===== src/rtl/ascii_to_ps2_seq_pkg.sv =====
// Shared constants, FSM encodings and scan-code helpers for the ASCII to PS/2 sequencer.
package ascii_to_ps2_seq_pkg;

   localparam logic [7:0] SHIFT_CODE_DEF = 8'h12;
   localparam logic [7:0] BREAK_CODE_DEF = 8'hF0;

   localparam logic [7:0] ASCII_CR = 8'h0D;
   localparam logic [7:0] ASCII_BS = 8'h08;
   localparam logic [7:0] ASCII_SP = 8'h20;

   localparam logic [3:0] ST_IDLE    = 4'd0;
   localparam logic [3:0] ST_LOOKUP  = 4'd1;
   localparam logic [3:0] ST_SH_MK   = 4'd2;
   localparam logic [3:0] ST_KEY_MK  = 4'd3;
   localparam logic [3:0] ST_BRK_F0  = 4'd4;
   localparam logic [3:0] ST_KEY_BRK = 4'd5;
   localparam logic [3:0] ST_SH_F0   = 4'd6;
   localparam logic [3:0] ST_SH_BRK  = 4'd7;
   localparam logic [3:0] ST_GAP     = 4'd8;

   typedef struct packed {
      logic       hit;
      logic       shift;
      logic [7:0] scan;
   } key_t;

   function automatic key_t mk_key(input logic shift, input logic [7:0] scan);
      return '{hit: 1'b1, shift: shift, scan: scan};
   endfunction

   // Set-2 make codes for 'a'..'z' by alphabet index.
   function automatic logic [7:0] letter_scan(input logic [4:0] idx);
      case (idx)
         5'd0:  return 8'h1C;  5'd1:  return 8'h32;  5'd2:  return 8'h21;
         5'd3:  return 8'h23;  5'd4:  return 8'h24;  5'd5:  return 8'h2B;
         5'd6:  return 8'h34;  5'd7:  return 8'h33;  5'd8:  return 8'h43;
         5'd9:  return 8'h3B;  5'd10: return 8'h42;  5'd11: return 8'h4B;
         5'd12: return 8'h3A;  5'd13: return 8'h31;  5'd14: return 8'h44;
         5'd15: return 8'h4D;  5'd16: return 8'h15;  5'd17: return 8'h2D;
         5'd18: return 8'h1B;  5'd19: return 8'h2C;  5'd20: return 8'h3C;
         5'd21: return 8'h2A;  5'd22: return 8'h1D;  5'd23: return 8'h22;
         5'd24: return 8'h35;  5'd25: return 8'h1A;
         default: return 8'h00;
      endcase
   endfunction

   // Set-2 make codes for the top-row digit keys '0'..'9'.
   function automatic logic [7:0] digit_scan(input logic [3:0] d);
      case (d)
         4'd0: return 8'h45;  4'd1: return 8'h16;  4'd2: return 8'h1E;
         4'd3: return 8'h26;  4'd4: return 8'h25;  4'd5: return 8'h2E;
         4'd6: return 8'h36;  4'd7: return 8'h3D;  4'd8: return 8'h3E;
         4'd9: return 8'h46;
         default: return 8'h00;
      endcase
   endfunction

endpackage


===== src/rtl/ascii_to_ps2_seq_lut.sv =====
// Combinational ASCII -> {hit, shift, scan} key lookup (US layout, scan set 2).
module ascii_to_key_lut
   import ascii_to_ps2_seq_pkg::*;
(
   input  logic [7:0] i_ascii,
   output logic       o_hit,
   output logic       o_shift,
   output logic [7:0] o_scan
);

   key_t k;

   // Decode ranges first, then the individual symbol keys.
   always_comb begin
      k = '0;
      if (i_ascii >= 8'h61 && i_ascii <= 8'h7A) begin
         k = mk_key(1'b0, letter_scan(5'(i_ascii - 8'h61)));
      end else if (i_ascii >= 8'h41 && i_ascii <= 8'h5A) begin
         k = mk_key(1'b1, letter_scan(5'(i_ascii - 8'h41)));
      end else if (i_ascii >= 8'h30 && i_ascii <= 8'h39) begin
         k = mk_key(1'b0, digit_scan(4'(i_ascii - 8'h30)));
      end else begin
         case (i_ascii)
            8'h29: k = mk_key(1'b1, 8'h45);   // )
            8'h21: k = mk_key(1'b1, 8'h16);   // !
            8'h40: k = mk_key(1'b1, 8'h1E);   // @
            8'h23: k = mk_key(1'b1, 8'h26);   // #
            8'h24: k = mk_key(1'b1, 8'h25);   // $
            8'h25: k = mk_key(1'b1, 8'h2E);   // %
            8'h5E: k = mk_key(1'b1, 8'h36);   // ^
            8'h26: k = mk_key(1'b1, 8'h3D);   // &
            8'h2A: k = mk_key(1'b1, 8'h3E);   // *
            8'h28: k = mk_key(1'b1, 8'h46);   // (
            8'h60: k = mk_key(1'b0, 8'h0E);   // `
            8'h7E: k = mk_key(1'b1, 8'h0E);   // ~
            8'h2D: k = mk_key(1'b0, 8'h4E);   // -
            8'h5F: k = mk_key(1'b1, 8'h4E);   // _
            8'h3D: k = mk_key(1'b0, 8'h55);   // =
            8'h2B: k = mk_key(1'b1, 8'h55);   // +
            8'h5B: k = mk_key(1'b0, 8'h54);   // [
            8'h7B: k = mk_key(1'b1, 8'h54);   // {
            8'h5D: k = mk_key(1'b0, 8'h5B);   // ]
            8'h7D: k = mk_key(1'b1, 8'h5B);   // }
            8'h5C: k = mk_key(1'b0, 8'h5D);   // backslash
            8'h7C: k = mk_key(1'b1, 8'h5D);   // |
            8'h3B: k = mk_key(1'b0, 8'h4C);   // ;
            8'h3A: k = mk_key(1'b1, 8'h4C);   // :
            8'h27: k = mk_key(1'b0, 8'h52);   // '
            8'h22: k = mk_key(1'b1, 8'h52);   // "
            8'h2C: k = mk_key(1'b0, 8'h41);   // ,
            8'h3C: k = mk_key(1'b1, 8'h41);   // <
            8'h2E: k = mk_key(1'b0, 8'h49);   // .
            8'h3E: k = mk_key(1'b1, 8'h49);   // >
            8'h2F: k = mk_key(1'b0, 8'h4A);   // /
            8'h3F: k = mk_key(1'b1, 8'h4A);   // ?
            ASCII_SP: k = mk_key(1'b0, 8'h29);
            ASCII_CR: k = mk_key(1'b0, 8'h5A);
            ASCII_BS: k = mk_key(1'b0, 8'h66);
            default:  k = '0;
         endcase
      end
   end

   assign o_hit   = k.hit;
   assign o_shift = k.shift;
   assign o_scan  = k.scan;

endmodule


===== src/rtl/ascii_to_ps2_seq.sv =====
// ASCII character -> PS/2 set-2 make/break byte sequence over a valid/ready byte stream.
module ascii_to_ps2_seq
   import ascii_to_ps2_seq_pkg::*;
#(
   parameter logic [7:0]  SHIFT_CODE = SHIFT_CODE_DEF,
   parameter logic [7:0]  BREAK_CODE = BREAK_CODE_DEF,
   parameter int unsigned GAP_CYCLES = 0
) (
   input  logic       i_clk,
   input  logic       i_reset,
   input  logic [7:0] i_ascii,
   input  logic       i_valid,
   output logic       o_ready,
   output logic [7:0] o_tx_byte,
   output logic       o_tx_valid,
   input  logic       i_tx_ready,
   output logic       o_busy,
   output logic       o_err
);

   localparam int CW = (GAP_CYCLES > 0) ? $clog2(GAP_CYCLES + 1) : 1;

   logic [3:0]    state_q;
   logic [3:0]    ret_q;
   logic [7:0]    char_q;
   logic [CW-1:0] gap_q;
   logic          hit;
   logic          shift;
   logic [7:0]    scan;
   logic [3:0]    first_st;
   logic [3:0]    nxt_st;

   ascii_to_key_lut u_lut (
      .i_ascii (char_q),
      .o_hit   (hit),
      .o_shift (shift),
      .o_scan  (scan)
   );

   function automatic logic [7:0] byte_of(input logic [3:0] st, input logic [7:0] sc);
      case (st)
         ST_SH_MK, ST_SH_BRK: return SHIFT_CODE;
         ST_BRK_F0, ST_SH_F0: return BREAK_CODE;
         default:             return sc;
      endcase
   endfunction

   // Entry state and successor byte state; IDLE as successor marks the last byte.
   always_comb begin
      first_st = shift ? ST_SH_MK : ST_KEY_MK;
      case (state_q)
         ST_SH_MK:   nxt_st = ST_KEY_MK;
         ST_KEY_MK:  nxt_st = ST_BRK_F0;
         ST_BRK_F0:  nxt_st = ST_KEY_BRK;
         ST_KEY_BRK: nxt_st = shift ? ST_SH_F0 : ST_IDLE;
         ST_SH_F0:   nxt_st = ST_SH_BRK;
         default:    nxt_st = ST_IDLE;
      endcase
   end

   // Sequencer FSM with registered byte output and inter-byte gap counter.
   always_ff @(posedge i_clk or posedge i_reset) begin
      if (i_reset) begin
         state_q    <= ST_IDLE;
         ret_q      <= ST_IDLE;
         char_q     <= '0;
         gap_q      <= '0;
         o_tx_byte  <= '0;
         o_tx_valid <= 1'b0;
      end else begin
         case (state_q)
            ST_IDLE: begin
               if (i_valid) begin
                  char_q  <= i_ascii;
                  state_q <= ST_LOOKUP;
               end
            end
            ST_LOOKUP: begin
               if (hit) begin
                  state_q    <= first_st;
                  o_tx_byte  <= byte_of(first_st, scan);
                  o_tx_valid <= 1'b1;
               end else begin
                  state_q <= ST_IDLE;
               end
            end
            ST_GAP: begin
               if (gap_q == '0) begin
                  state_q    <= ret_q;
                  o_tx_byte  <= byte_of(ret_q, scan);
                  o_tx_valid <= 1'b1;
               end else begin
                  gap_q <= gap_q - 1'b1;
               end
            end
            ST_SH_MK, ST_KEY_MK, ST_BRK_F0, ST_KEY_BRK, ST_SH_F0, ST_SH_BRK: begin
               if (i_tx_ready) begin
                  if (nxt_st == ST_IDLE) begin
                     state_q    <= ST_IDLE;
                     o_tx_valid <= 1'b0;
                  end else if (GAP_CYCLES > 0) begin
                     // Counter runs GAP_CYCLES-1 down to 0, giving exactly GAP_CYCLES idle cycles.
                     state_q    <= ST_GAP;
                     ret_q      <= nxt_st;
                     gap_q      <= CW'(GAP_CYCLES - 1);
                     o_tx_valid <= 1'b0;
                  end else begin
                     state_q   <= nxt_st;
                     o_tx_byte <= byte_of(nxt_st, scan);
                  end
               end
            end
            default: begin
               state_q    <= ST_IDLE;
               o_tx_valid <= 1'b0;
            end
         endcase
      end
   end

   assign o_ready = (state_q == ST_IDLE);
   assign o_busy  = (state_q != ST_IDLE);
   assign o_err   = (state_q == ST_LOOKUP) && !hit;

endmodule

===== config.mk =====
export PLATFORM = sky130hd
export DESIGN_NAME = ascii_to_ps2_seq
export DESIGN_NICKNAME = d
export VERILOG_FILES = /design/src/rtl/ascii_to_ps2_seq_pkg.sv /design/src/rtl/ascii_to_ps2_seq_lut.sv /design/src/rtl/ascii_to_ps2_seq.sv
export SDC_FILE = /design/constraint.sdc
export NUM_CORES = 1
export LEC_CHECK = 0
export CORE_ASPECT_RATIO = 1.1
export CORE_MARGIN = 1.5
export CORE_UTILIZATION = 54
export DETAILED_ROUTE_END_ITERATION = 8
export PLACE_DENSITY = 0.8
export SLEW_MARGIN = 5
export SYNTH_ARGS = -nofsm -noshare
export SYNTH_HDL_FRONTEND = slang
export SYNTH_SLANG_ARGS = --single-unit

===== constraint.sdc =====
create_clock -name i_clk -period 3.06 [get_ports i_clk]
set_input_delay 0.612 -clock i_clk [delete_from_list [all_inputs] [get_ports i_clk]]
set_output_delay 0.612 -clock i_clk [all_outputs]
set_load 0.01 [all_outputs]

==> results of run 1 <==
==> through the flow <==
stage	hold WS, ps	util (%)	area, µm²	setup WS [ps]
after global placement	491	64.3	3240	186
after global routing	529	66.5	3350	-5.05
final	509	66.5	3350	130
after detailed placement	495	64.3	3240	85.2
after floorplan	540	-	2840	0.200
after CTS	514	66.3	3340	116
==> worst max path at each step <==
stage / from / endpoint / depth (start not counted)
final: char_q[0] / o_tx_byte[6] / 9
after global routing: char_q[0] / o_tx_byte[6] / 9
after CTS: char_q[0] / o_err / 9
after detailed placement: char_q[1] / o_err / 8
after global placement: char_q[1] / o_err / 8
after floorplan: char_q[1] / o_tx_byte[6] / 11
==> per-layer routing <==
layer,share of wire (%),track usage [%],up-vias
met5,0,0,-
met4,3.8,11.5,0
met3,9.6,4.70,39
met2,47,55.3,202
met1,40,42.9,1478
li1,-,-,1468
==> sequential cells by signal, summed over array words and instances, names as in the netlist <==
signal      count
o_tx_byte       8
state_q         3
char_q          8
o_tx_valid      1
==> repair_timing <==
action                                  in CTS  in global routing
pin swaps                                    2                  1
setup buffers                                2                  1
resized for setup                            5                  1
endpoints found under the setup margin       1                  3
hold buffers                                 0                  0
==> final cells by class <==
cell class              count  area (µm²)
clock buffers               3        41.3
clock inverters             1        30.0
multi-input cells         306        2120
flip-flops and latches     20         500
inverters                  17        65.1
fillers                   456        1690
well taps                  58        72.6
repair buffers             60         519
==> cells in the final DEF (no fill, tap or decap), drive strengths merged, types with 11 or more instances in the layout <==
master and instances:
dfrtp 20, nand3 11, inv 16, ha 12, a21oi 31, nor2 25, nand2b 11, clkdlybuf4s50 22
o21ai 38, nand2 32, nor3 15, buf 37
==> cell families (layout without fill, tap and decap cells) <==
| logic type | Yosys count | after routing | synth area share (%) |
|---|---|---|---|
| multiplexers | 9 | 9 | 3.79 |
| XOR/XNOR | 5 | 5 | 1.54 |
| AO/OA/AOI/OAI | 148 | 148 | 38.4 |
| AND/OR/NAND/NOR | 132 | 132 | 25.1 |
| flip-flops | 20 | 20 | 17.6 |
| adder cells (fa/ha/maj) | 12 | 12 | 5.29 |
| buffers and inverters | 52 | 81 | 8.29 |
==> worst reg2reg max path: cells and delay by family (launching register included) <==
kind	cells	cell delay [ps]
mux	2	830
compound gates	2	720
flops	1	420
buf+inv	2	340
simple gates	2	270
fa+ha+maj	1	250
==> impl.org, run 1 <==
** Cells and area
- Cell Count, Final, Fillers Out :: 465
- The repair_antennas step left the layout with diodes totalling 0.
- Final-stage net count :: 432
- Share of post-route cells with drive strength above 1 :: 18.7%
- Relative to the synthesized area, the layout overhead comes to 17.9%.

** Critical path
- Max stage delay on crit path :: 480 ps
- At the worst endpoint, the arrival time is 3090 ps.
- Reg-to-reg critical path endpoint :: o_tx_byte[6]
- Among all stages on the critical path, the largest delay is contributed by mux4_2.
- The worst setup path is captured at a register.
- Critical path, cell by cell :: buf_4 > ha_1 > inv_1 > mux4_2 > a311o_2 > a31oi_4 > nor3_4 > nor2_4 > mux2_2
- Count of buffer and inverter cells on the critical path :: 2
- The kind of cell with the highest combined delay along the critical path is multiplexers.
- The critical path is of the register to register type.
- Along the worst path, the maximum fanout reaches 12.
- Depth of the worst register-to-register path :: 9
- At the worst endpoint, the required time is 3220 ps.
- Startpoint types :: register
- R2r startpoint :: char_q[0]
- Register-to-register path setup slack :: 130 ps

** Timing
- Worst slew margin :: 45.7%
- Count of endpoints failing setup in the final report :: 0
- The clock arrives with 8.59 ps of skew.
- For this run, the top clock speed supported by timing is 341 MHz.
- At the pin with the least slew margin, the transition time is 814 ps.
- The clock period could shrink to 2930 ps.
- Setup total negative slack on the finished layout was measured at 0 ps.
- Part of the cycle the worst path needs :: 95.7%
- Final hold violation count :: 0
- The final count of pins violating max slew came to 0.

** Hold path
- Worst min-delay path endpoint :: o_tx_byte[3]
- Beginning of the worst hold path :: o_tx_byte[3]
- Along the worst hold path, the cell count comes to 1.
- The tightest min-delay check is of the register to register type.

** Clock tree
- Maximum level of the CTS H-tree :: 1
- Skew-Pair Late Insertion Delay :: 270 ps
- Reg clk slew, reported paths :: 90 ps
- Clock tree from TritonCTS :: yes
- Counting along the longest clock path gives a buffer depth of 2.
- Counting the buffers created by CTS gives 3.
- Root Buffer Master :: clkbuf_8
- Sinks on the clock net :: 20

** Routing
- In the routed design, unresolved DRC markers number 0.
- Detail Route Antenna Nets :: 0
- Via-to-Cell Ratio :: 6.85
- The first detailed-routing pass took 5 iterations.
- Detailed routing inserted a total of 3,187 vias.
- The routed design has 9010 µm of wire.
- Detailed-route wire length per cell :: 19.4 µm
- Drt initial violations :: 436

** Synthesis
- Number of enable-type register cells in the synthesized netlist :: 0
- Counting flops and latches in the post-synthesis netlist gives 20.
- Sequential area share after synthesis :: 17.6%
- Post-synthesis cell count :: 378
- Syn avg cell area :: 7.51 µm²
- Prevailing post-synth register cell :: dfrtp_1
- After synthesis, the largest area contributor takes up 17.6% of total cell area.
- The number of nets handed over by synthesis was 402.
- The mapped netlist covers 0.00284 mm².
- Yosys mapped the design onto 78 distinct sky130hd cell types.
- YS warnings :: 4
- After synthesis, the share of flip-flops with an asynchronous set or reset is 100%.
- Commonest cells post-synth :: 34 x o21ai_0, 32 x nand2_1, 29 x a21oi_1
- Largest cells by area after synthesis :: dfrtp_1 18%, o21ai_0 6.0%, ha_1 5.3%
- Most frequent cell after synthesis :: o21ai_0
- Leading area contributor after synthesis :: dfrtp_1

** GRT
- Number of global-route vias before repair :: 2,946
- Global router's overall resource usage :: 32.9%
- Pin count of the biggest net entering global routing :: 25
- The first global-routing pass estimated 14,900 µm of wire.
- Total global routing overflow :: 0
- The initial antenna violation count came to 0.

** Floorplan
- Number of top-level pins :: 24
- Rows :: 27
- The region available for standard cell placement spans 0.00503 mm².
- Die Wd :: 72.1 µm
- Y dimension of the die :: 79.0 µm
- Starting utilization of the core area :: 56.4%
- The die covers 0.00570 mm².

** Run status
- The run finished with clean final reports.

** Placed design
- Final estimated routing congestion in global placement :: 0.992
- Number of buffer cells added on primary ports :: 23
- Placed Instances :: 458
- The wire-length estimate of the detail-placed layout is 6580 µm.

** Job
- The tool flagged a number of max-cap violations equal to 0.
Power of run 1 is not shown: default switching activity piles up to over one toggle a cycle in this logic, so the estimate is an artifact.
==> run 2, diff against run 1 <==
Settings changed: CORE_UTILIZATION 54 to 59, PLACE_DENSITY 0.8 to 0.83.
Clock period 3.06 ns to 3.66 ns, I/O delays scaled along.
==> run 2 against run 1 <==
Wire length fell by 3.6%. Final cell count fell by 4.5%. Clock-buffer cell count did not move. Register-to-register slack improved by 330 ps. Via count fell by 4.5%. Critical path depth fell by 1. Setup slack got worse by 0.91 ps. Global-route usage fell by 0.49 points. Sequential share of layout area rose by 0.80 points. Cell area fell by 5.1%. Critical endpoint is now o_err.
==> impl.org, run 2 (same netlist as run 1, synthesis figures left out) <==
** Run status
- The run finished with clean final reports.

** Placed design
- DP Wirelength :: 6320 µm (-3.9%)
- Pre-CTS setup slack :: 411 ps (+326 ps)
- The placer congestion estimate came to 1.04 (+4.7%).
- Number of buffer cells added on primary ports :: 23 (unchanged)

** Critical path
- The worst setup path is captured at an output port.
- Timing startpoint of the critical path :: char_q[1]
- Required time of the critical path :: 2930 ps (-290 ps)
- The critical path ends at o_err.
- The critical path is of the register to output port type.
- Cell family with the largest share of critical-path delay :: buffers and inverters
- The number of buffer and inverter stages on the critical path was 2 (unchanged).
- Max FO, Critical Path :: 8 (-4)
- The startpoint identified for the worst register-to-register timing path is char_q[2].
- Reg-to-reg critical path endpoint :: o_tx_byte[5]
- Critical path, cell by cell :: inv_1 > ha_2 > or4b_4 > a41oi_2 > o31ai_1 > o211ai_4 > nor2_1 > clkdlybuf4s50_1
- The critical path arrival came to 2800 ps (-290 ps).
- The worst setup path is launched from a register.
- The worst reg-to-reg path cell count was 7 (-2).
- Max stage delay on crit path :: 490 ps (about the same)
- On the critical path, the stage with the largest delay is an instance of or4b_4.
- The logic depth of the worst setup path including buffers was 8 (-1).
- Register-to-register path setup slack :: 460 ps (+330 ps)

** GRT
- The initial antenna violation count came to 0 (unchanged).
- The via count of the first global-routing pass was 2,663 (-9.6%).
- Global-route wire length before repair :: 13,700 µm (-8.5%)
- The largest net degree at the start of global routing came to 29 (+16%).
- The overflow left after global routing came to 0 (unchanged).
- Global router's overall resource usage :: 32.5% (-0.49 points)

** Routing
- The average vias per placed instance came to 6.86 (about the same).
- The remaining number of nets flagged by the antenna check after routing came to 0 (unchanged).
- The detailed-route wire length per cell came to 19.6 µm (+0.98%).
- Drt initial violations :: 392 (-10%)
- The number of search-and-repair iterations in the first detailed-routing pass was 5 (unchanged).
- The number of remaining DRC errors was 0 (unchanged).
- The detailed-route via count came to 3,044 (-4.5%).
- The wire length reported by the detailed router was 8690 µm (-3.6%).

** Clock tree
- Total clock buffers created by CTS :: 3 (unchanged)
- CTS placed an instance of clkbuf_8 at the clock tree root.
- Sinks on the clock net :: 20 (unchanged)
- Clock tree from TritonCTS :: yes
- The clock-pin slew reported for the worst setup and hold paths after clock tree synthesis came to 80 ps (about the same).
- Buffer depth of the longest clock path :: 2 (unchanged)
- Maximum level of the CTS H-tree :: 1 (unchanged)
- Skew-Pair Late Insertion Delay :: 270 ps (about the same)
- The number of hold buffers added after cts came to 0 (unchanged).

** Timing
- Maximum clock skew at final layout :: 9.16 ps (+0.569 ps)
- The final worst-path setup slack came to 129 ps (-0.908 ps).
- Highest clock frequency the design can meet :: 283 MHz
- Setup repair after global routing left no endpoint under its margin.
- Min cycle time layout :: 3530 ps
- Number of pins exceeding their max-slew limit in the final report :: 0 (unchanged)
- Part of the cycle the worst path needs :: 96.5%
- The slew at the pin closest to its max-slew limit came to 1180 ps (+369 ps).
- Count of endpoints failing setup in the final report :: 0 (unchanged)
- Accumulated negative setup slack :: 0 ps (unchanged)
- The final hold violation count came to 0 (unchanged).
- Worst slew margin :: 20.5% (-25 points)
- Final Hold Slack :: 510 ps (+0.667 ps)

** Cells and area
- Commonest cells after routing, fill and taps aside :: 34 x o21ai_0, 32 x nand2_1, 29 x a21oi_1
- Biggest regs :: char_q x8, o_tx_byte x8, state_q x3
- Post-layout utilization of the core :: 68.3% (+1.8 points)
- The fraction of final layout cells sized beyond drive strength 1 came to 13.4% (-5.3 points).
- From synthesis to final layout, the design area changed by 11.9%.
- The final net count is 413 (-4.4%).
- Leaving out fill and tap cells, the most frequent cell in the layout is o21ai_0.
- The antenna diode count is 0 (unchanged).

** Floorplan
- The die width came to 69.1 µm (-4.2%).
- Number of top-level pins :: 24 (unchanged)
- The starting density of the core is 61.0% (+4.6 points).
- Area of the core :: 0.00465 mm² (-7.6%)
- Y dimension of the die :: 75.7 µm (-4.2%)
- Rows :: 26 (-3.7%)
- Full die area :: 0.00524 mm² (-8.1%)

** Hold path
- Worst hold path class :: register to register

** Job
- Max Cap Viol :: 0 (unchanged)
-- run 2: cell count changes in the layout (fill, tap and decap cells not counted), sizes merged --
cell,before,now
buf,37,18
clkdlybuf4s50,22,23
dlygate4sd2,1,0
-- run 2: through the flow --
stage / instances / instance area [µm²]
after floorplan: 378 / 2840
after global placement: 438 / 3090
after detailed placement: 438 / 3090
after CTS: 442 / 3160
after global routing: 444 / 3180
final: 444 / 3180
-- run 2: repair_timing --
item,CTS,global route
setup buffers,0,2
setup endpoints to repair,0,1
resized for setup,0,1
hold endpoints to repair,0,0
-- run 2: worst min-delay path by stage --
| stage | endpoint | start | depth (start not counted) |
|---|---|---|---|
| floorplan | o_tx_valid | o_tx_valid | 2 |
| global placement | o_tx_byte[2] | o_tx_byte[2] | 1 |
| detailed placement | o_tx_byte[6] | o_tx_byte[6] | 1 |
| CTS | o_tx_byte[6] | o_tx_byte[6] | 1 |
| global route | o_tx_byte[2] | o_tx_byte[2] | 1 |
| finish | o_tx_byte[6] | o_tx_byte[6] | 1 |
-- run 2: layout make-up --
type                       count  area [µm²]
multi-input combinational    306        2100
fill                         377        1480
sequential                    20         500
timing repair buffer          41         365
tap                           56        70.1
inverter                      17        63.8
clock buffer                   3        41.3
clock inverter                 1        30.0
-- run 2: layer usage --
metal,GRT usage [%],vias to the layer above,share of wire [%]
li1,-,1431,-
met1,41.5,1409,41
met2,55.6,178,48
met3,5.56,26,8.2
met4,12.9,0,3.0
met5,0,-,0
Power of run 2 is left out for the same reason.
==> run 3, diff against run 2 <==
Settings changed: SKIP_CTS_REPAIR_TIMING set to 1.
==> results of run 3 <==
Same layout as run 2: the final DEF is identical, and so are final timing and power.
Power of run 3 is left out for the same reason.
